==> src/rtl/mem_ctrl.sv <==
// Byte-serial memory controller: arbitrates IF and MEM requests onto the 8-bit RAM port.
// Optional MEMCTRL_IO_FULL_EN adds io_buffer_full back-pressure for stores to the IO range.
`ifndef AddrLen
`define AddrLen 32
`endif
`ifndef RegLen
`define RegLen 32
`endif

module mem_ctrl (
    input  logic                 clk,
    input  logic                 rst,
    input  logic                 rdy,
    input  logic                 if_req,
    input  logic [`AddrLen-1:0]  if_addr,
    output logic [`RegLen-1:0]   if_data,
    output logic                 if_done,
    input  logic                 mem_load,
    input  logic                 mem_store,
    input  logic [`AddrLen-1:0]  mem_addr,
    input  logic [2:0]           mem_nbytes,
    input  logic [`RegLen-1:0]   mem_wdata,
    output logic [`RegLen-1:0]   mem_rdata,
    output logic                 mem_done,
    input  logic [7:0]           ram_din,
    output logic [7:0]           ram_dout,
    output logic [`AddrLen-1:0]  ram_a,
    output logic                 ram_wr
`ifdef MEMCTRL_IO_FULL_EN
    ,
    input  logic                 io_buffer_full
`endif
);

    typedef enum logic [2:0] {IDLE, READ, WRITE, DONE, IOWAIT} state_t;

    state_t              state;
    logic [2:0]          cnt;
    logic [2:0]          nbytes;
    logic                owner_mem;
    logic                wr_flag;
    logic [`RegLen-1:0]  data;
    logic [`RegLen-1:0]  data_next;
    logic [`RegLen-1:0]  wdata;
    logic [2:0]          req_n;
`ifdef MEMCTRL_IO_FULL_EN
    logic [`AddrLen-1:0] base;
    logic                io_store;
    logic                io_gap;
`endif

    assign ram_wr = wr_flag & rdy;

    always_comb begin
        case (mem_nbytes)
            3'd1:    req_n = 3'd1;
            3'd2:    req_n = 3'd2;
            default: req_n = 3'd4;
        endcase
    end

    // cnt addresses have been issued, so the byte returning now belongs to index cnt-1
    always_comb begin
        data_next = data;
        case (cnt)
            3'd1:    data_next[7:0]   = ram_din;
            3'd2:    data_next[15:8]  = ram_din;
            3'd3:    data_next[23:16] = ram_din;
            3'd4:    data_next[31:24] = ram_din;
            default: ;
        endcase
    end

    always_ff @(posedge clk) begin
        if (rst) begin
            state     <= IDLE;
            cnt       <= '0;
            nbytes    <= '0;
            owner_mem <= 1'b0;
            wr_flag   <= 1'b0;
            data      <= '0;
            wdata     <= '0;
            ram_a     <= '0;
            ram_dout  <= '0;
            if_data   <= '0;
            if_done   <= 1'b0;
            mem_rdata <= '0;
            mem_done  <= 1'b0;
`ifdef MEMCTRL_IO_FULL_EN
            base      <= '0;
            io_store  <= 1'b0;
            io_gap    <= 1'b0;
`endif
        end else if (rdy) begin
            case (state)
                IDLE: begin
`ifdef MEMCTRL_IO_FULL_EN
                    if (io_gap) io_gap <= 1'b0;
                    else
`endif
                    if (mem_store) begin
                        owner_mem <= 1'b1;
                        nbytes    <= req_n;
                        cnt       <= '0;
`ifdef MEMCTRL_IO_FULL_EN
                        if (mem_addr[17:16] == 2'b11) begin
                            state    <= IOWAIT;
                            base     <= mem_addr;
                            wdata    <= mem_wdata;
                            io_store <= 1'b1;
                        end else
`endif
                        begin
                            state    <= WRITE;
                            ram_a    <= mem_addr;
                            ram_dout <= mem_wdata[7:0];
                            wdata    <= {8'h00, mem_wdata[31:8]};
                            wr_flag  <= 1'b1;
                        end
                    end else if (mem_load) begin
                        state     <= READ;
                        owner_mem <= 1'b1;
                        nbytes    <= req_n;
                        cnt       <= '0;
                        data      <= '0;
                        ram_a     <= mem_addr;
                    end else if (if_req) begin
                        state     <= READ;
                        owner_mem <= 1'b0;
                        nbytes    <= 3'd4;
                        cnt       <= '0;
                        data      <= '0;
                        ram_a     <= if_addr;
                    end
                end
`ifdef MEMCTRL_IO_FULL_EN
                IOWAIT: begin
                    if (!io_buffer_full) begin
                        state    <= WRITE;
                        ram_a    <= base;
                        ram_dout <= wdata[7:0];
                        wdata    <= {8'h00, wdata[31:8]};
                        wr_flag  <= 1'b1;
                    end
                end
`endif
                READ: begin
                    data <= data_next;
                    if (cnt == nbytes) begin
                        state <= DONE;
                        ram_a <= '0;
                        if (owner_mem) begin
                            mem_done  <= 1'b1;
                            mem_rdata <= data_next;
                        end else begin
                            if_done <= 1'b1;
                            if_data <= data_next;
                        end
                    end else begin
                        cnt   <= cnt + 3'd1;
                        ram_a <= ram_a + 1'b1;
                    end
                end
                WRITE: begin
                    if (cnt == nbytes - 3'd1) begin
                        state     <= DONE;
                        wr_flag   <= 1'b0;
                        ram_dout  <= '0;
                        ram_a     <= '0;
                        mem_done  <= 1'b1;
                        mem_rdata <= '0;
                    end else begin
                        cnt      <= cnt + 3'd1;
                        ram_a    <= ram_a + 1'b1;
                        ram_dout <= wdata[7:0];
                        wdata    <= {8'h00, wdata[31:8]};
                    end
                end
                DONE: begin
                    state     <= IDLE;
                    if_done   <= 1'b0;
                    mem_done  <= 1'b0;
                    if_data   <= '0;
                    mem_rdata <= '0;
`ifdef MEMCTRL_IO_FULL_EN
                    // an IO store leaves one dead cycle before the next accept
                    io_gap    <= io_store;
                    io_store  <= 1'b0;
`endif
                end
                default: state <= IDLE;
            endcase
        end
    end

endmodule
==> config.mk <==
export PLATFORM = sky130hd
export DESIGN_NAME = mem_ctrl
export DESIGN_NICKNAME = d
export VERILOG_FILES = /design/src/rtl/mem_ctrl.sv
export SDC_FILE = /design/constraint.sdc
export NUM_CORES = 1
export LEC_CHECK = 0
export ABC_CLOCK_PERIOD_IN_PS = 2900
export CAP_MARGIN = 25
export CORE_MARGIN = 5
export CORE_UTILIZATION = 50
export DETAILED_ROUTE_END_ITERATION = 7
export PLACE_DENSITY = 0.79
export SETUP_SLACK_MARGIN = 0.02
export SYNTH_ARGS = -nofsm -noshare
export SYNTH_HDL_FRONTEND = slang
export SYNTH_SLANG_ARGS = --single-unit
==> constraint.sdc <==
create_clock -name clk -period 2.9 [get_ports clk]
set_input_delay 0.58 -clock clk [delete_from_list [all_inputs] [get_ports clk]]
set_output_delay 0.58 -clock clk [all_outputs]
set_load 0.03 [all_outputs]
==> summary.txt <==
Floorplan
  – Initial core utilization: 51.2%
  – Die width: 141 um
  – Core area: 0.0167 mm2
  – Top Ports: 220
  – Die area: 0.0198 mm2
  – Num rows: between 40 and 50
  – Chip height: 141 um

Pwr
  – Seq pwr share: 38.8%
  – Worst VDD drop: around 0.42 mV
  – Leakage: 4.05 nW
  – P_int: roughly 0.0046 W
  – Power Dens Cells: 600 mW/mm2
  – Sw frac: 34.6%
  – Combinational share of power: 28.3%
  – Clock power share: approximately a third
  – Net Switching: 0.00241 W

Placed design
  – Port bufs: 219
  – Gp weighted congestion: about 1
  – DP HPWL: 18800 um
  – Pre-CTS setup slack: 0.149 ns

Detailed routing
  – Post-DR wirelength/cell: around 18 um
  – Via density: roughly 5.9
  – Via count of the routed design: 8722
  – DRT iter0 DRCs: 701
  – Antenna Nets Post-Route: 0
  – Pre-antenna DRT Iters: 7
  – Post-route DRC: 0
  – WL final: 27100 um

Timing
  – Max-slew violation count: 0
  – RSZ-0062 raised after global routing: no
  – Final Critical Period: 2.54 ns
  – Final WS setup: 0.360 ns
  – Slew HR: 27.4%
  – Setup TNS: 0 ns
  – Worst Tran Pin Value: 1.09 ns
  – Fmax: 394 MHz
  – Number of hold violations in the final report: 0
  – Clock skew: 0.00974 ns
  – Tcrit/Tclk final: 87.6%
  – Setup-failing EPs final: 0

Global route
  – Largest net degree at the start of global routing: 116
  – Initial antenna violation count: 0
  – GRT Util Overall: 26.5%
  – Vias in the first global route: 8205
  – First-pass GRT wire length: between 40000 and 50000 um
  – Total congestion overflow: 0

Cells and area
  – Layout cells sized above 1: 8.89%
  – Ant. Diodes: 0
  – Final nets: 1360
  – Commonest cells after routing, fill and taps aside: clkdlybuf4s50_1, dfxtp_1, nand2_1, a21oi_1, nor2_1
  – Layout area overhead: 35.9%
  – Most common cell after layout, fill and taps aside: clkdlybuf4s50_1

Worst setup path
  – Crit-path max FO: 3
  – Max incr delay on CP: around 0.7 ns
  – Most used cell, CP: clkdlybuf4s50_1
  – Cell family with most CP delay: buffers and inverters
  – Buffers & Inverters on Critical Path: 2
  – Slowest-stage cell, CP: clkdlybuf4s50_1
  – CP Capture Type: primary output
  – CP required: between 2 and 2.5 ns
  – WS Path Type: primary input to primary output
  – CP Cell Sequence: clkdlybuf4s50_1 > and2_1 > clkdlybuf4s50_1
  – Crit path DAT: 1.96 ns
  – Critical path startpoint category: primary input

Clock network
  – TritonCTS clock tree: built
  – Longest Clk Path Bufs: 2
  – Total CTS buffers: 17
  – Post-CTS sizing: 0
  – H-tree depth: 4
  – Clk slew on worst S/H paths: around 0.060 ns
  – Setup bufs post-CTS: 0
  – Clock Latency Late Sink: 0.43 ns
  – Clock sink count: 172
  – CTS Root Cell: clkbuf_16
  – Hold Buf Count CTS: 0

Synth
  – Number of synthesized flops with an enable pin: 0
  – Post-synth top area share: 40.3%
  – FFs w/ async S/R, synth: 0%
  – Number of synthesized register bits: approximately 170
  – Synth top area cells: dfxtp_1, a21oi_1, mux2i_1, nand2_1, nor2_1
  – Synthesized area: 0.00854 mm2
  – Register area share after synthesis: 40.3%
  – Syn Area/Cell: 8.18 um2
  – Cells after Synth: 1045
  – Main flop type after synthesis: dfxtp_1
  – Synth cell types: between 60 and 70
  – Synthesized net count: 1170
  – Top cell type by total area after synthesis: dfxtp_1
  – Synth warn: 0

Flow run
  – Maxcap violations: 0

Run status
  – Status: complete, no violations

Worst hold path
  – Worst hold-check path type: flip-flop to flip-flop
final timing paths:
path	from	to	slack, ns	depth (start not counted)
setup reg to reg	nbytes[0]	ram_a[25]	0.42	8
hold / removal	data[21]	data[21]	0.45	2
hold reg to reg	data[21]	data[21]	0.45	2
setup / recovery	rdy	ram_wr	0.36	3
synthesized netlist by cell type, types with 2 or more instances:
cell / instances
dfxtp_1: 172
nand2_1: 119
a21oi_1: 113
nor2_1: 98
clkbuf_1: 74
mux2i_1: 47
nand3_1: 45
or3_1: 44
nand4_1: 27
o31ai_1: 25
a2bb2oi_1: 24
o21ai_0: 22
nor4_1: 21
a211oi_1: 19
a22oi_1: 16
inv_1: 16
ha_1: 12
a221oi_1: 11
a31o_2: 10
a31oi_1: 10
mux2_2: 10
nor3_1: 10
buf_2: 9
nor3b_1: 8
and4_1: 7
nor2b_1: 6
xor2_1: 6
and3_1: 5
buf_1: 5
nand2b_1: 5
o211a_1: 4
and2_1: 3
o21ba_2: 3
or4_1: 3
a32oi_1: 2
and3_2: 2
nand4b_1: 2
nor4b_1: 2
o211ai_1: 2
o221ai_1: 2
or2_2: 2
xnor2_1: 2
stage by stage:
stage | instance area [um2] | power (W) | utilization (%) | std cells | hold slack [ns]
after floorplan | 8540 | 0.00391 | - | 1045 | 0.429
after global placement | 11000 | 0.00468 | 65.9 | 1435 | 0.435
after detailed placement | 11000 | 0.00470 | 65.9 | 1435 | 0.442
after CTS | 11600 | 0.00699 | 69.4 | 1467 | 0.451
after global routing | 11600 | 0.00729 | 69.5 | 1468 | 0.468
final | 11600 | 0.00697 | 69.5 | 1468 | 0.450
tightest hold or removal path, stage by stage, from the launching register on:
cell,delay (ns)
dfxtp_1,0.31
nand2_1,0.05
a21oi_1,0.05
cells by family (layout without fill, tap and decap cells):
logic type	Yosys count	in the layout	share of synthesized area, %
adders and majority gates	12	12	1.76
AOI/OAI and AO/OA	273	273	20.9
xor gates and xnor gates	9	9	1.10
DFF	172	172	40.3
and+or+nand+nor	418	418	24.4
buffers and inverters	104	307	4.70
muxes	57	57	6.82
registers in the layout, indices dropped and copies added (netlist names):
name,count
ram_a,32
if_data,32
nbytes,3
data,32
owner_mem,1
mem_rdata,32
wdata,24
state,2
if_done,1
cnt,3
mem_done,1
wr_flag,1
ram_dout,8
per-layer routing:
layer / wire, um / track usage (%) / vias to the layer above
met3: 2020 / 6.81 / 36
met1: 11800 / 35.5 / 4132
li1: - / - / 4216
met4: 586 / 8.31 / 0
met2: 12600 / 42.1 / 338
met5: 0 / 0 / -
cell type report:
class	count	area [um2]
Clock buffer	18	429
Clock inverter	14	160
Fill cell	1385	5090
Inverter	16	60.1
Multi-Input combinational cell	769	4720
Sequential cell	172	3440
Tap cell	220	275
Timing Repair Buffer	259	2510
power groups by stage:
stage | registers, W | clock network (W) | logic [W]
global placement | 0.00275 | 0 | 0.00193
detailed placement | 0.00275 | 0 | 0.00195
CTS | 0.00270 | 0.00233 | 0.00196
global route | 0.00272 | 0.00244 | 0.00212
finish | 0.00270 | 0.00229 | 0.00197
floorplan | 0.00286 | 0 | 0.00105
(Power assumes the default switching activity.)
